--- src/rtl/reg_writeback_arbiter.sv ---
// Write-back arbiter feeding the register file: ALU/load results win, long-latency
// results are queued in a small FIFO and drained whenever the ALU port is idle.
module reg_writeback_arbiter #(
  parameter int unsigned XLEN         = 32,
  parameter int unsigned AW           = 5,
  parameter int unsigned DEPTH        = 2,
  parameter int unsigned STARVE_LIMIT = 4
) (
  input  logic                   clk,
  input  logic                   rst_n,
  input  logic                   alu_wr_en,
  input  logic [AW-1:0]          alu_wr_addr,
  input  logic [XLEN-1:0]        alu_wr_data,
  input  logic                   lu_valid,
  output logic                   lu_ready,
  input  logic [AW-1:0]          lu_addr,
  input  logic [XLEN-1:0]        lu_data,
  output logic                   regWrite,
  output logic [AW-1:0]          writeReg,
  output logic [XLEN-1:0]        writeData,
  output logic                   stall,
  output logic [$clog2(DEPTH):0] fifo_count
);

  localparam int unsigned PW = $clog2(DEPTH);
  localparam int unsigned CW = PW + 1;
  localparam int unsigned SW = $clog2(STARVE_LIMIT + 1);

  typedef struct packed {
    logic [AW-1:0]   addr;
    logic [XLEN-1:0] data;
  } wbEntry_t;

  wbEntry_t        mem [DEPTH];
  logic [PW-1:0]   rdPtrQ, wrPtrQ;
  logic [CW-1:0]   countQ, countNext;
  logic [SW-1:0]   starveQ, starveNext;
  logic            luReadyQ, luReadyNext;
  logic            stallQ, stallNext;
  logic            regWriteQ, regWriteNext;
  logic [AW-1:0]   writeRegQ;
  logic [XLEN-1:0] writeDataQ;

  logic            fifoEmpty;
  logic            push;
  logic            pop;
  logic            selValid;
  wbEntry_t        selEntry;

  // Selection, occupancy and starvation bookkeeping for the coming edge
  always_comb begin
    fifoEmpty    = (countQ == '0);
    push         = lu_valid && luReadyQ;
    pop          = !alu_wr_en && !fifoEmpty;
    selValid     = alu_wr_en || pop;
    selEntry     = mem[rdPtrQ];
    starveNext   = starveQ;

    if (alu_wr_en) begin
      selEntry.addr = alu_wr_addr;
      selEntry.data = alu_wr_data;
    end

    countNext = countQ + CW'(push) - CW'(pop);

    if (pop || fifoEmpty) begin
      starveNext = '0;
    end else if (alu_wr_en && (starveQ != SW'(STARVE_LIMIT))) begin
      starveNext = starveQ + SW'(1);
    end

    // x0 is hard-wired zero: the entry is consumed but never written
    regWriteNext = selValid && (selEntry.addr != '0);
    stallNext    = (starveNext == SW'(STARVE_LIMIT)) || (countNext == CW'(DEPTH));
    luReadyNext  = (countNext < CW'(DEPTH));
  end

  // FIFO storage carries no reset; validity lives in the pointers and count
  always_ff @(posedge clk) begin
    if (push) begin
      mem[wrPtrQ] <= wbEntry_t'{addr: lu_addr, data: lu_data};
    end
  end

  always_ff @(posedge clk) begin
    if (!rst_n) begin
      rdPtrQ     <= '0;
      wrPtrQ     <= '0;
      countQ     <= '0;
      starveQ    <= '0;
      luReadyQ   <= 1'b0;
      stallQ     <= 1'b0;
      regWriteQ  <= 1'b0;
      writeRegQ  <= '0;
      writeDataQ <= '0;
    end else begin
      if (push) begin
        wrPtrQ <= wrPtrQ + PW'(1);
      end
      if (pop) begin
        rdPtrQ <= rdPtrQ + PW'(1);
      end
      countQ    <= countNext;
      starveQ   <= starveNext;
      luReadyQ  <= luReadyNext;
      stallQ    <= stallNext;
      regWriteQ <= regWriteNext;
      // Address/data hold their last written value while idle
      if (regWriteNext) begin
        writeRegQ  <= selEntry.addr;
        writeDataQ <= selEntry.data;
      end
    end
  end

  assign lu_ready   = luReadyQ;
  assign stall      = stallQ;
  assign fifo_count = countQ;
  assign regWrite   = regWriteQ;
  assign writeReg   = writeRegQ;
  assign writeData  = writeDataQ;

endmodule

--- config.mk ---
export PLATFORM = sky130hd
export DESIGN_NAME = reg_writeback_arbiter
export DESIGN_NICKNAME = d
export VERILOG_FILES = /design/src/rtl/reg_writeback_arbiter.sv
export SDC_FILE = /design/constraint.sdc
export NUM_CORES = 1
export LEC_CHECK = 0
export CORE_UTILIZATION = 25
export DETAILED_ROUTE_END_ITERATION = 8
export PLACE_DENSITY = 0.47
export SLEW_MARGIN = 10
export SYNTH_ARGS = -nofsm -noshare
export SYNTH_HDL_FRONTEND = slang
export SYNTH_SLANG_ARGS = --single-unit
export TNS_END_PERCENT = 100
--- constraint.sdc ---
create_clock -name clk -period 3.45 [get_ports clk]
set_clock_uncertainty 0.1 [all_clocks]
set_input_delay 0.345 -clock clk [delete_from_list [all_inputs] [get_ports clk]]
set_output_delay 0.345 -clock clk [all_outputs]
set_load 0.005 [all_outputs]
# ---- Word level (Yosys, flattened, before mapping)
# Memories as Yosys holds them, arrays and structs flattened. A register that Yosys moved wholly into a read port is not among the register bits.
# Index checks and enable logic that the tools add are counted.
dict set report op_classes {
  n_addsub 5
  order_cmp 1
  eq_ne 3
  muxes 7
  n_reduce_logical 11
}
# operator n
set ops {}
lappend ops {{$mux 37} 1}
lappend ops {{$mux 3} 2}
lappend ops {{$reduce_bool 5->1} 1}
lappend ops {{$logic_and 1x1->1} 4}
lappend ops {{$mux 1} 4}
lappend ops {{$add 3x1->3 const B} 1}
lappend ops {{$eq 3x3->1 const B} 1}
lappend ops {{$logic_or 1x1->1} 3}
lappend ops {{$ne 3x3->1 const B} 1}
lappend ops {{$add 1x1->1 const B} 2}
lappend ops {{$add 2x1->2} 1}
lappend ops {{$eq 2x2->1 const B} 1}
lappend ops {{$logic_not 1->1} 2}
lappend ops {{$logic_not 2->1} 1}
lappend ops {{$lt 2x2->1 const B} 1}
lappend ops {{$sub 2x1->2} 1}
dict set report totals {
  ff_bits 47
  mem_bits_rw 74
  inputBits 78
  out_inout_bits 42
  word_cells 37
  n_memories 1
}
# name words width rd rd_clocked_by_memory_dff write_ports line
set memory_table {}
lappend memory_table {mem 2 37 1 1 1 34} ;# wbEntry_t mem [DEPTH];

# ---- Depth between registers and ports, before layout
dict set report logic_depth {
  word_depth 7
  ltp_mapped 11
  mapped_depth_nobuf 9
}

# ---- Worst setup path after synthesis
# OpenSTA, ideal clock, no wires.
dict set report synth_timing {
  kind {flip-flop to flip-flop}
  from {register luReadyQ, in the netlist lu_ready}
  to {memory mem[0][0] in the netlist's numbering, enable pin}
  arrival_ns 2.019
  required_time_ns 2.917
  setup_slack_ns 0.898
  stages_incl_launch_ff 3
  period_less_slack_ns 2.552
  cell_sequence {dfxtp_1 > nand2_1 > nor2_1}
}
dict set report synth_between {
  elab_chain_cells 3
}
# item line
set synth_rtl {}
lappend synth_rtl {{from (decl)} 38} ;# logic luReadyQ, luReadyNext;
lappend synth_rtl {{from (signal assigned)} 105} ;# luReadyQ <= luReadyNext;
lappend synth_rtl {{$logic_and 1x1->1} 53} ;# push = lu_valid && luReadyQ;
lappend synth_rtl {{$mux 1} 80} ;# if (push) begin
lappend synth_rtl {{$mux 1 (implied by the code)} 81} ;# mem[wrPtrQ] <= wbEntry_t'{addr: lu_addr, data: lu_data};
lappend synth_rtl {{to (decl)} 34}
# Every way passes these cells.

==> impl_metrics.ini <==
[status]
status = complete, no violations

[drt]
routed_wl_mm = 13.8
first_pass_iters = 4
vias = 4069
routedWlPerCell_um = 16.1
ant_nets = 0
dr_wl_met2_mm = 6.74
wl_met1_mm = 5.97
vias_per_cell = 4.74
highest_layer = met4
drt_iter0_drc = 205
post-route-drc-count = 0
wl_met3_um = 855

[clock_network]
cts_made_buffers = 17
clock_sinks = 122
htree_levels = 4
clk_pin_slew_worst_paths_ns = 0.05
cts_max_path_buffers = 2
clock_latency_ns = 0.41
cts_tree = done
hold_buffers = 0
root_buffer = clkbuf_16
cts-resized-gates = 0
cts_setup_buffers = 0

[placed_design]
place_area_um2 = 6940
port_buffers = 119
hpwl_mm = 8.99
place_inst = 826
place_ws_ns = 0.814
gp_congestion = 0.699

[die]
ios = 120
die_x_um = 151
dieArea_um2 = 22800
die_h_um = 151
core_area_um2 = 21800
num_rows = 54
initial_utilization_pct = 25.5

[worst_setup_path]
crit_chain = mux2_1 > mux2i_1 > and3_2 > buf_12 > nand2b_1 > nand3_1
r2r-end = writeData[20]
path_max_fanout = 36
reg2reg_depth = 6
critPathCaptureType = register
r2r_slack_ns = 0.82
worstPathRequired_ns = 3.64
crit_arrival_ns = 2.82
critPathMaxStageDelay_ns = 0.72
startpoint_type = register
critPathKind = register to register
slowest_stage = dfxtp_2

[grt]
grt_pass1_vias = 4118
antenna_found_initial = 0
grt_use_total_pct = 12.7
grt_max_degree = 43
grt.overflow.total = 0
grt_pass1_wl_mm = 21.7

[timing]
tightest_slew_ns = 0.973
timing.final.crit_share_pct = 76.3
finalSetupViolCount = 0
rsz0062_at_grt = no
fin_hold_ws_ns = 0.403
max_slew_margin_pct = 35.1
setup_tns_ns = 0
fmaxAchievable_ghz = 0.380
hold_viol = 0
drv_slew = 0
fin_crit_ns = 2.63
setup_slack_ns = 0.816

[synth]
synth_nets = 544
synth.cell_area_um2 = 5540
yosysWarningCount = 0
seq_area_frac_synth_pct = 57.4
syn_inst = 462
synth_cell_types = 34
synth_seq_cells = 122
syn_avg_cell_area_um2 = 12.0

[min_path]
hold_depth = 2
whs_endpoint = writeData[6]
hp-start = writeData[6]
hold_path.class = register to register

[cells_and_area]
diodes = 0
ff_latch_area_um2 = 3180
layout-drive-gt1-share_pct = 13.7
utilization_pct = 34.6
stdcell_count = 858
final_cell_area_um2 = 7520
multi_input_area_um2 = 2140
syn_to_final_growth_pct = 35.6
fin_nets = 647
fillers = 2152

[pwr]
powerDensity_nw_per_um2 = 685
finalPower_mw = 5.15
max-vdd-ir-drop_v = 0.000335
power.leakage_nw = 2.67

[job]
maxCapViolations = 0
==> layout by cell type, fill, tap and decap left out, types with 2 or more instances in the layout <==
cell type and count:
a32oi_1 32, buf_2 2, nand2_1 5, and3_2 2
clkinv_4 2, nand4_1 32, clkbuf_16 17, buf_4 6
ha_1 4, nor2_1 44, clkinv_2 4, xnor2_1 2
edfxtp_1 74, inv_1 4, bufinv_16 3, clkinv_1 4
clkdlybuf4s50_1 117, xor2_1 2, and2_1 6, o21ai_0 7
nand3_1 32, mux2i_1 38, mux2_2 34, nand2b_1 33
clkinvlp_4 2, nor2b_1 3, a211oi_1 5, nor2_4 2
dfxtp_1 47
==> final cells by class <==
class,count,share of cell area [%]
Sequential cell,122,42.4
Multi-Input combinational cell,294,28.5
Timing Repair Buffer,126,16.6
Clock buffer,17,5.66
Tap cell,280,4.66
Clock inverter,15,2.10
Inverter,4,0.200
==> kinds of logic after synthesis <==
family / synth area share (%)
compound gates: 6.88
xor+xnor: 0.632
fa+ha+maj: 0.903
buf+inv: 4.47
flops: 57.4
mux: 14.0
simple gates: 15.7
==> worst max path at each step <==
stage          startpoint             to  slack (ns)  cells after the start
2_1_floorplan    lu_ready      mem[0][0]        0.90                      2
3_3_place_gp     register  writeData[14]        0.87                      6
3_5_place_dp    alu_wr_en    writeReg[4]        0.81                      5
4_1_cts          register  writeData[20]        0.85                      6
5_1_grt          register  writeData[14]        0.63                      6
6_report         register  writeData[20]        0.82                      6
==> synthesized netlist by cell type <==
cell type / n / area (um^2)
edfxtp_1: 74 / 2220
dfxtp_1: 48 / 961
nor2_1: 46 / 173
mux2i_1: 38 / 380
mux2_2: 34 / 383
nand2b_1: 34 / 213
a32oi_1: 32 / 280
nand3_1: 32 / 160
nand4_1: 32 / 200
buf_2: 18 / 90.1
clkbuf_1: 14 / 52.6
o21ai_0: 7 / 35.0
and2_1: 6 / 37.5
a211oi_1: 5 / 37.5
buf_6: 5 / 56.3
nand2_1: 5 / 18.8
buf_4: 4 / 30.0
ha_1: 4 / 50.1
inv_1: 4 / 15.0
nor2b_1: 3 / 18.8
and3_1: 2 / 12.5
xnor2_1: 2 / 17.5
xor2_1: 2 / 17.5
a21oi_1: 1 / 5.00
and4b_1: 1 / 10.0
buf_1: 1 / 3.75
mux2_1: 1 / 11.3
nor3_1: 1 / 5.00
nor3_2: 1 / 10.0
nor3b_1: 1 / 7.51
o211ai_1: 1 / 7.51
o21a_1: 1 / 7.51
o2bb2ai_1: 1 / 8.76
or2_1: 1 / 6.26
==> critical path: cells and delay by family, from the launching register on <==
family | cells | cell delay (ns)
and+or+nand+nor | 3 | 0.81
DFF | 1 | 0.72
muxes | 2 | 0.57
buffers and inverters | 1 | 0.26
==> metal layers <==
metal	global-route usage, %	vias to the layer above
li1	-	1954
met1	14.7	1975
met2	21.5	122
met3	4.25	18
met4	5.10	0
met5	0	-
==> power by group <==
group          switching [mW]  total (mW)  leakage, nW  internal [mW]
Clock                   0.647        1.77        0.282           1.12
Combinational           0.633        1.35         1.31          0.718
Sequential              0.198        2.03         1.08           1.83
Total                    1.48        5.15         2.67           3.67
==> flip-flops by register name, indices dropped and copies added (netlist names), named ones only <==
register and flops:
mem 74, writeData 32, writeReg 5, starveQ 3, fifo_count 2, lu_ready 1, rdPtrQ 1, regWrite 1
stall 1, wrPtrQ 1
Note: power is estimated with default switching activity, not from simulation.
